[src/rtl/ack_if_tx_if.sv]
// Handshake bundle between the upstream stream, the transmit controller and the CDC source port.
interface ack_if_tx_if #(
  parameter int unsigned DATA_WIDTH = 4
);
  logic [DATA_WIDTH-1:0] in_data;
  logic                  in_valid;
  logic                  in_ready;
  logic [DATA_WIDTH-1:0] tx_data;
  logic                  tx_valid;
  logic                  tx_ack;

  // Controller side: consumes the stream, drives the CDC source port
  modport master (
    input  in_data,
    input  in_valid,
    input  tx_ack,
    output in_ready,
    output tx_data,
    output tx_valid
  );

  // Environment side: produces the stream, returns the ack
  modport slave (
    output in_data,
    output in_valid,
    output tx_ack,
    input  in_ready,
    input  tx_data,
    input  tx_valid
  );
endinterface

[src/rtl/ack_if_tx.sv]
// Source-side transmit controller for the acknowledged CDC synchronizer:
// one valid pulse per word, wait for ack, timeout/retry/drop, then a guard gap.
module ack_if_tx #(
  parameter int unsigned DATA_WIDTH  = 4,
  parameter int unsigned TIMEOUT     = 64,
  parameter int unsigned MAX_RETRIES = 2,
  parameter int unsigned GUARD       = 4
) (
  input  logic         clk,
  input  logic         rst,
  ack_if_tx_if.master  bus,
  output logic         busy,
  output logic         timeout_pulse,
  output logic         drop_pulse
);

  localparam int unsigned TW         = $clog2(TIMEOUT + 1);
  localparam int unsigned RW         = (MAX_RETRIES > 0) ? $clog2(MAX_RETRIES + 1) : 1;
  localparam int unsigned GW         = (GUARD > 0) ? $clog2(GUARD + 1) : 1;
  localparam int unsigned GUARD_LAST = (GUARD > 0) ? GUARD - 1 : 0;

  typedef enum logic [1:0] {
    S_IDLE,
    S_SEND,
    S_WAIT,
    S_GUARD
  } state_t;

  state_t                state;
  logic [TW-1:0]         timer;
  logic [RW-1:0]         retries;
  logic [GW-1:0]         guard_cnt;
  logic [DATA_WIDTH-1:0] data_q;
  logic                  tx_valid_q;
  logic                  timeout_q;
  logic                  drop_q;

  // Controller FSM with registered pulse outputs aligned to the state they describe
  always_ff @(posedge clk) begin
    if (rst) begin
      state      <= S_IDLE;
      timer      <= '0;
      retries    <= '0;
      guard_cnt  <= '0;
      data_q     <= '0;
      tx_valid_q <= 1'b0;
      timeout_q  <= 1'b0;
      drop_q     <= 1'b0;
    end else begin
      tx_valid_q <= 1'b0;
      timeout_q  <= 1'b0;
      drop_q     <= 1'b0;
      case (state)
        S_IDLE: begin
          if (bus.in_valid) begin
            data_q     <= bus.in_data;
            retries    <= '0;
            tx_valid_q <= 1'b1;
            state      <= S_SEND;
          end
        end
        S_SEND: begin
          timer <= '0;
          state <= S_WAIT;
        end
        S_WAIT: begin
          timer <= timer + TW'(1);
          if (bus.tx_ack) begin
            // ack takes priority over an expiring timer
            guard_cnt <= '0;
            state     <= (GUARD == 0) ? S_IDLE : S_GUARD;
          end else if (timer == TW'(TIMEOUT - 1)) begin
            if (retries < RW'(MAX_RETRIES)) begin
              retries    <= retries + RW'(1);
              timeout_q  <= 1'b1;
              tx_valid_q <= 1'b1;
              state      <= S_SEND;
            end else begin
              drop_q    <= 1'b1;
              guard_cnt <= '0;
              state     <= (GUARD == 0) ? S_IDLE : S_GUARD;
            end
          end
        end
        S_GUARD: begin
          // spacing gap so the pulse synchronizers never see pulses too close
          if (guard_cnt == GW'(GUARD_LAST)) begin
            state <= S_IDLE;
          end else begin
            guard_cnt <= guard_cnt + GW'(1);
          end
        end
        default: state <= S_IDLE;
      endcase
    end
  end

  // Status and upstream ready decoded from state
  always_comb begin
    busy         = (state != S_IDLE);
    bus.in_ready = (state == S_IDLE) && !rst;
  end

  // Registered outputs onto the bus and status ports
  always_comb begin
    bus.tx_data   = data_q;
    bus.tx_valid  = tx_valid_q;
    timeout_pulse = timeout_q;
    drop_pulse    = drop_q;
  end

endmodule

[src/flat_wrapper.sv]
// flat-port wrapper written by rule: the top's interface ports become plain ports
module ack_if_tx_flat 
#(
  parameter int unsigned DATA_WIDTH  = 4,
  parameter int unsigned TIMEOUT     = 64,
  parameter int unsigned MAX_RETRIES = 2,
  parameter int unsigned GUARD       = 4
)
  (clk, rst, busy, timeout_pulse, drop_pulse, bus_in_data, bus_in_valid, bus_tx_ack, bus_in_ready, bus_tx_data, bus_tx_valid);
  ack_if_tx_if #(.DATA_WIDTH(DATA_WIDTH)) bus_i ();
  input  logic clk;
  input  logic rst;
  output logic busy;
  output logic timeout_pulse;
  output logic drop_pulse;
  input wire logic [$bits(bus_i.in_data)-1:0] bus_in_data;
  input wire logic [$bits(bus_i.in_valid)-1:0] bus_in_valid;
  input wire logic [$bits(bus_i.tx_ack)-1:0] bus_tx_ack;
  output wire logic [$bits(bus_i.in_ready)-1:0] bus_in_ready;
  output wire logic [$bits(bus_i.tx_data)-1:0] bus_tx_data;
  output wire logic [$bits(bus_i.tx_valid)-1:0] bus_tx_valid;
  assign bus_i.in_data = bus_in_data;
  assign bus_i.in_valid = bus_in_valid;
  assign bus_i.tx_ack = bus_tx_ack;
  assign bus_in_ready = bus_i.in_ready;
  assign bus_tx_data = bus_i.tx_data;
  assign bus_tx_valid = bus_i.tx_valid;
  ack_if_tx #(.DATA_WIDTH(DATA_WIDTH), .TIMEOUT(TIMEOUT), .MAX_RETRIES(MAX_RETRIES), .GUARD(GUARD)) u_core (.clk(clk), .rst(rst), .bus(bus_i), .busy(busy), .timeout_pulse(timeout_pulse), .drop_pulse(drop_pulse));
endmodule
[config.mk]
export PLATFORM = sky130hd
export DESIGN_NAME = ack_if_tx_flat
export DESIGN_NICKNAME = d
export VERILOG_FILES = /design/src/rtl/ack_if_tx_if.sv /design/src/rtl/ack_if_tx.sv /design/src/flat_wrapper.sv
export SDC_FILE = /design/constraint.sdc
export NUM_CORES = 1
export LEC_CHECK = 0
export CAP_MARGIN = 40
export CELL_PAD_IN_SITES_DETAIL_PLACEMENT = 2
export CELL_PAD_IN_SITES_GLOBAL_PLACEMENT = 2
export CORE_MARGIN = 2
export CORE_UTILIZATION = 33
export DETAILED_ROUTE_END_ITERATION = 10
export MAX_ROUTING_LAYER = met4
export PLACE_DENSITY = 0.84
export SYNTH_ARGS = -nofsm -noshare
export SYNTH_HDL_FRONTEND = slang
export SYNTH_SLANG_ARGS = --single-unit
[constraint.sdc]
create_clock -name clk -period 2.4 [get_ports clk]
set_input_delay 0.36 -clock clk [delete_from_list [all_inputs] [get_ports clk]]
set_output_delay 0.36 -clock clk [all_outputs]
set_load 0.02 [all_outputs]
# After elaboration in Yosys (flattened, before gate mapping)
# Index checks and enable logic that the tools add are counted.
[op_classes] add_sub_neg=3 mul=0 div=0 order_cmp=1 eq_ne=13 shifts=0 n_mux=23 n_bitwise=2 reduce_logical=13
[ops] operator="$mux 2" n=9
[ops] operator="$pmux 7 s2" n=1
[ops] operator="$mux 3" n=4
[ops] operator="$pmux 2 s4" n=1
[ops] operator="$reduce_bool 2->1" n=4
[ops] operator="$add 7x1->7 const B" n=1
[ops] operator="$eq 7x6->1 const B" n=1
[ops] operator="$ne 2x1->1 const B" n=3
[ops] operator="$ne 2x2->1 const B" n=3
[ops] operator="$pmux 3 s2" n=1
[ops] operator="$mux 1" n=5
[ops] operator="$reduce_and 5->1" n=1
[ops] operator="$eq 2x2->1 const B" n=2
[ops] operator="$pmux 2 s2" n=1
[ops] operator="$reduce_and 4->1" n=1
[ops] operator="$reduce_or 4->1" n=1
[ops] operator="$add 3x1->3 const B" n=1
[ops] operator="$eq 3x2->1 const B" n=1
[ops] operator="$ne 3x2->1 const B" n=1
[ops] operator="$ne 3x3->1 const B" n=1
[ops] operator="$reduce_and 3->1" n=1
[ops] operator="$add 2x1->2 const B" n=1
[ops] operator="$eq 2x1->1 const B" n=1
[ops] operator="$logic_not 2->1" n=1
[ops] operator="other kinds (7)" n=8
[totals] regBits=21 latch_bits=0 mem_bits_rw=0 mem_bits_ro=0 in_bits=8 wordCells=63 mem_count=0

# Logic depth before layout (Yosys ltp)
# Gate-level depths: netlist (run 1).
[depth] depth_word=5 mapped_depth=7 ltp_nobuf=6

# Worst setup path after synthesis (run 1)
# Ideal clock, no wire load.
[synth_path] path_type="register to register" startpoint="reg u_core.state[1]" endpoint="reg u_core.state[0]" setup_ps=86 arrival_ps=1567 path_slack_ps=747 stages_incl_launch_ff=8 cell_sequence="dfxtp_1 inv_1 ha_1 clkbuf_2 inv_1 o21ai_1 or2_2 a211oi_1"
[synth_between] elab_chain_cells=3 elab_cells_between_ends=9
[synth_rtl] item="start, declared" line_no="ack_if_tx.sv:29" rtl="state_t state;"
[synth_rtl] item="start signal, assigned" line_no="ack_if_tx.sv:71" rtl="state <= (GUARD == 0) ? S_IDLE : S_GUARD;"
[synth_rtl] item="start signal, assigned" line_no="ack_if_tx.sv:81" rtl="state <= (GUARD == 0) ? S_IDLE : S_GUARD;"
[synth_rtl] item="$eq 2x2->1 / $logic_not 2->1 (equally long branches)" line_no="ack_if_tx.sv:53" rtl="case (state)"
[synth_rtl] item="$ne 3x2->1 (no source line), or another cell as far along"
[synth_rtl] item="$reduce_and 3->1 (no source line)"
# Parallel ways exist; a longest one is shown, timed or not.
# A chain may end at the register's enable or synchronous reset.

# Worst setup path after layout (run 1)
[layout_path] startpoint="reg u_core.state[0]" endpoint="out bus_in_ready"
[layout_between] elab_chain_cells=2
[layout_rtl] item="$logic_not 2->1" line_no="ack_if_tx.sv:101" rtl="bus.in_ready = (state == S_IDLE) && !rst;"
[layout_rtl] item="$logic_and 1x1->1" line_no="ack_if_tx.sv:101"
[layout_rtl] item="end, declared" line_no="flat_wrapper.sv:19" rtl="output wire logic [$bits(bus_i.in_ready)-1:0] bus_in_ready;"
# Every way passes these cells.

==> flow_summary.toml, run 1 <==
[status]
status = "completed"

[clocking]
cts_buffers = 3
post_cts_resize_count = 0
cts_root_buffer = "clkbuf_4"
clk_latency_ns = 0.32
cts-htree-levels = 1
cts.path.max_buffers = 2
clkSinkCount = 21
cts_hold_buf = 0
post_cts_buffers = 0
clkTransAtPathRegs_ns = 0.13
tritoncts = "yes"

[final_layout]
fillers = 330
layout_common_cells = "dfxtp_1, clkdlybuf4s50_1, nand2_1, a21oi_1, nor2_1"
final_common_cell = "dfxtp_1"
final_cells = 165
areaGrowthSynthToFinish_pct = 22.2
layout-drive-gt1-share_pct = 7.46
num_antenna_cells = 0
fin_nets = 150

[setup_path]
cp_max_fo = 5
worstPathRequired_ns = 2.04
cpMostUsedCell = "inv_1"
crit_arrival_ns = 1.81
crit_path_start_kind = "flop"
cp_cell_sequence = "inv_1 > ha_1 > inv_1 > nor2_1 > clkdlybuf4s50_1"
crit_type = "flop to primary output"
end_kind = "primary output"
max_stage_delay_ns = 0.61
worstRegToRegCells = 6
slowest_stage = "clkdlybuf4s50_1"

[logic_synthesis]
syn_inst = 116
synth_fp_nets = 131
synth_top_area_share_pct = 41.9
synth_top_area_cell = "dfxtp_1"
seq_area_frac_synth_pct = 41.9
synth.distinct_cells = 34
syn_area_per_cell_um2 = 8.64
yosysWarnings = 0
synthesis.area_mm2 = 0.00100
synth_seq_cells = 21
netlist_top_cells_area = "dfxtp_1, ha_1, a21oi_1"

[sta]
setup_violations = 0
fmax_mhz = 461
tightest_slew_ns = 0.314
fin_crit_ns = 2.17
setup_ws_ns = 0.229
slew_violations = 0
fin_skew_ns = 0.0192
rsz0062_at_grt = "false"
maxSlewHeadroom_pct = 79.0
fin_hold_ws_ns = 0.467
post-route-period-util_pct = 90.4
tns_ns = 0
finalHoldViolCount = 0

[global_route]
grt_max_degree = 21
grt_pass1_wl_mm = 4.55
grt.total_usage_pct = 18.0
grt_pass1_vias = 926
antenna_found_initial = 0
overflow = 0

[placed_design]
hpwl_mm = 2.01
place_inst = 161
place.gp.congestion = 0.778
dpl_worst_slack_ns = 0.511
portBuffers = 16

[floorplanning]
rows = 19
fp.dieW_um = 59.1
die_area_mm2 = 0.00349
start_util_pct = 35.4
io_pins = 17
die_y_um = 59.1
core_area_mm2 = 0.00283

[pwr]
power_density_mw_per_mm2 = 777
finalPower_w = 0.000952
ir_drop_uv = 366
power_leakage_nw = 0.454

[routing]
first_iter_violations = 4
drc = 0
via_per_inst = 5.41
drt_wl_total_mm = 2.61
dr.pass1.iters = 4
ant_nets = 0
vias = 892
routedWlPerCell_um = 15.8

[run]
maxCapViolCount = 0

[min_path]
holdPathStages = 2
hold_class = "flop to flop"
[area by class of cell]
class	instances	area, µm²	area share [%]
multi-input combinational	84	538	43.9
sequential	21	420	34.3
tap	31	38.8	3.17
timing repair buffer	18	175	14.3
inverter	7	26.3	2.15
clock buffer	4	26.3	2.15
[flip-flops by register name, summed over array words and instances, names as in the netlist]
signal                flops
u_core.timer              7
u_core.bus.tx_data        4
u_core.guard_cnt          3
u_core.retries            2
u_core.state              2
u_core.bus.tx_valid       1
u_core.drop_pulse         1
u_core.timeout_pulse      1
[cells by family after synthesis]
| logic type | share of synthesized area, % |
|---|---|
| AOI/OAI and AO/OA | 14.7 |
| xor gates and xnor gates | 2.62 |
| adders and majority gates | 8.74 |
| buffers and inverters | 4.37 |
| DFF | 41.9 |
| muxes | 3.12 |
| and+or+nand+nor | 24.5 |
[path summary, 6_finish.rpt]
kind | start | end | slack [ns]
hold reg to reg | u_core.bus.tx_data[1]$_SDFFE_PP0P_ | u_core.bus.tx_data[1]$_SDFFE_PP0P_ | 0.47
hold / removal | u_core.bus.tx_data[1]$_SDFFE_PP0P_ | u_core.bus.tx_data[1]$_SDFFE_PP0P_ | 0.47
setup reg to reg | u_core.state[0]$_SDFFE_PP0P_ | u_core.guard_cnt[1]$_SDFFE_PP0P_ | 0.63
setup / recovery | u_core.state[0]$_SDFFE_PP0P_ | bus_in_ready | 0.23
[per-stage QoR]
stage | utilization [%] | cell area (µm²)
CTS | 43.3 | 1220
global placement | 42.4 | 1200
detailed placement | 42.4 | 1200
global route | 43.3 | 1220
finish | 43.3 | 1220
floorplan | - | 1000
[per-layer routing]
layer	track usage [%]	vias up	wire length [µm]
met5	-	-	0
met4	3.90	0	18
met3	5.24	2	59
met2	29.4	9	1310
met1	22.1	435	1220
li1	-	446	-
[worst max-delay path, delay by kind of cell, from the launching register on]
kind / cells / cell delay [ns]
adder cells (fa/ha/maj): 1 / 0.19
buffers and inverters: 3 / 0.83
flip-flops: 1 / 0.35
AND/OR/NAND/NOR: 1 / 0.12
[synth_stat cells, drive strengths merged]
| cell | n |
|---|---|
| nand2b | 4 |
| nand4 | 3 |
| nor3b | 1 |
| or3 | 4 |
| dfxtp | 21 |
| o22ai | 2 |
| and2b | 2 |
| nor2b | 1 |
| xor2 | 3 |
| mux2 | 1 |
| nor4 | 1 |
| nand3 | 7 |
| nor3 | 3 |
| a211oi | 1 |
| o32ai | 2 |
| and4 | 1 |
| or2 | 1 |
| a21oi | 10 |
| mux2i | 2 |
| inv | 7 |
| a31oi | 1 |
| buf | 1 |
| nor2 | 8 |
| nand2 | 10 |
| o31ai | 1 |
| o21ai | 6 |
| a2bb2oi | 1 |
| clkbuf | 3 |
| a21o | 1 |
| ha | 7 |
[report_power, final]
| group | internal [W] | leakage [nW] | switching, W |
|---|---|---|---|
| clock | 0.0000650 | 0.0150 | 0.000114 |
| sequential | 0.000378 | 0.170 | 0.0000192 |
| combinational | 0.000157 | 0.269 | 0.000219 |
Power figures use the tool's default switching activity.
==> inputs of run 2 (changes only) <==
- CTS_CLUSTER_SIZE: default -> 30
- SLEW_MARGIN: default -> 20
==> results of run 2 <==
The final DEF is identical to that of run 1; final timing and power are the same.
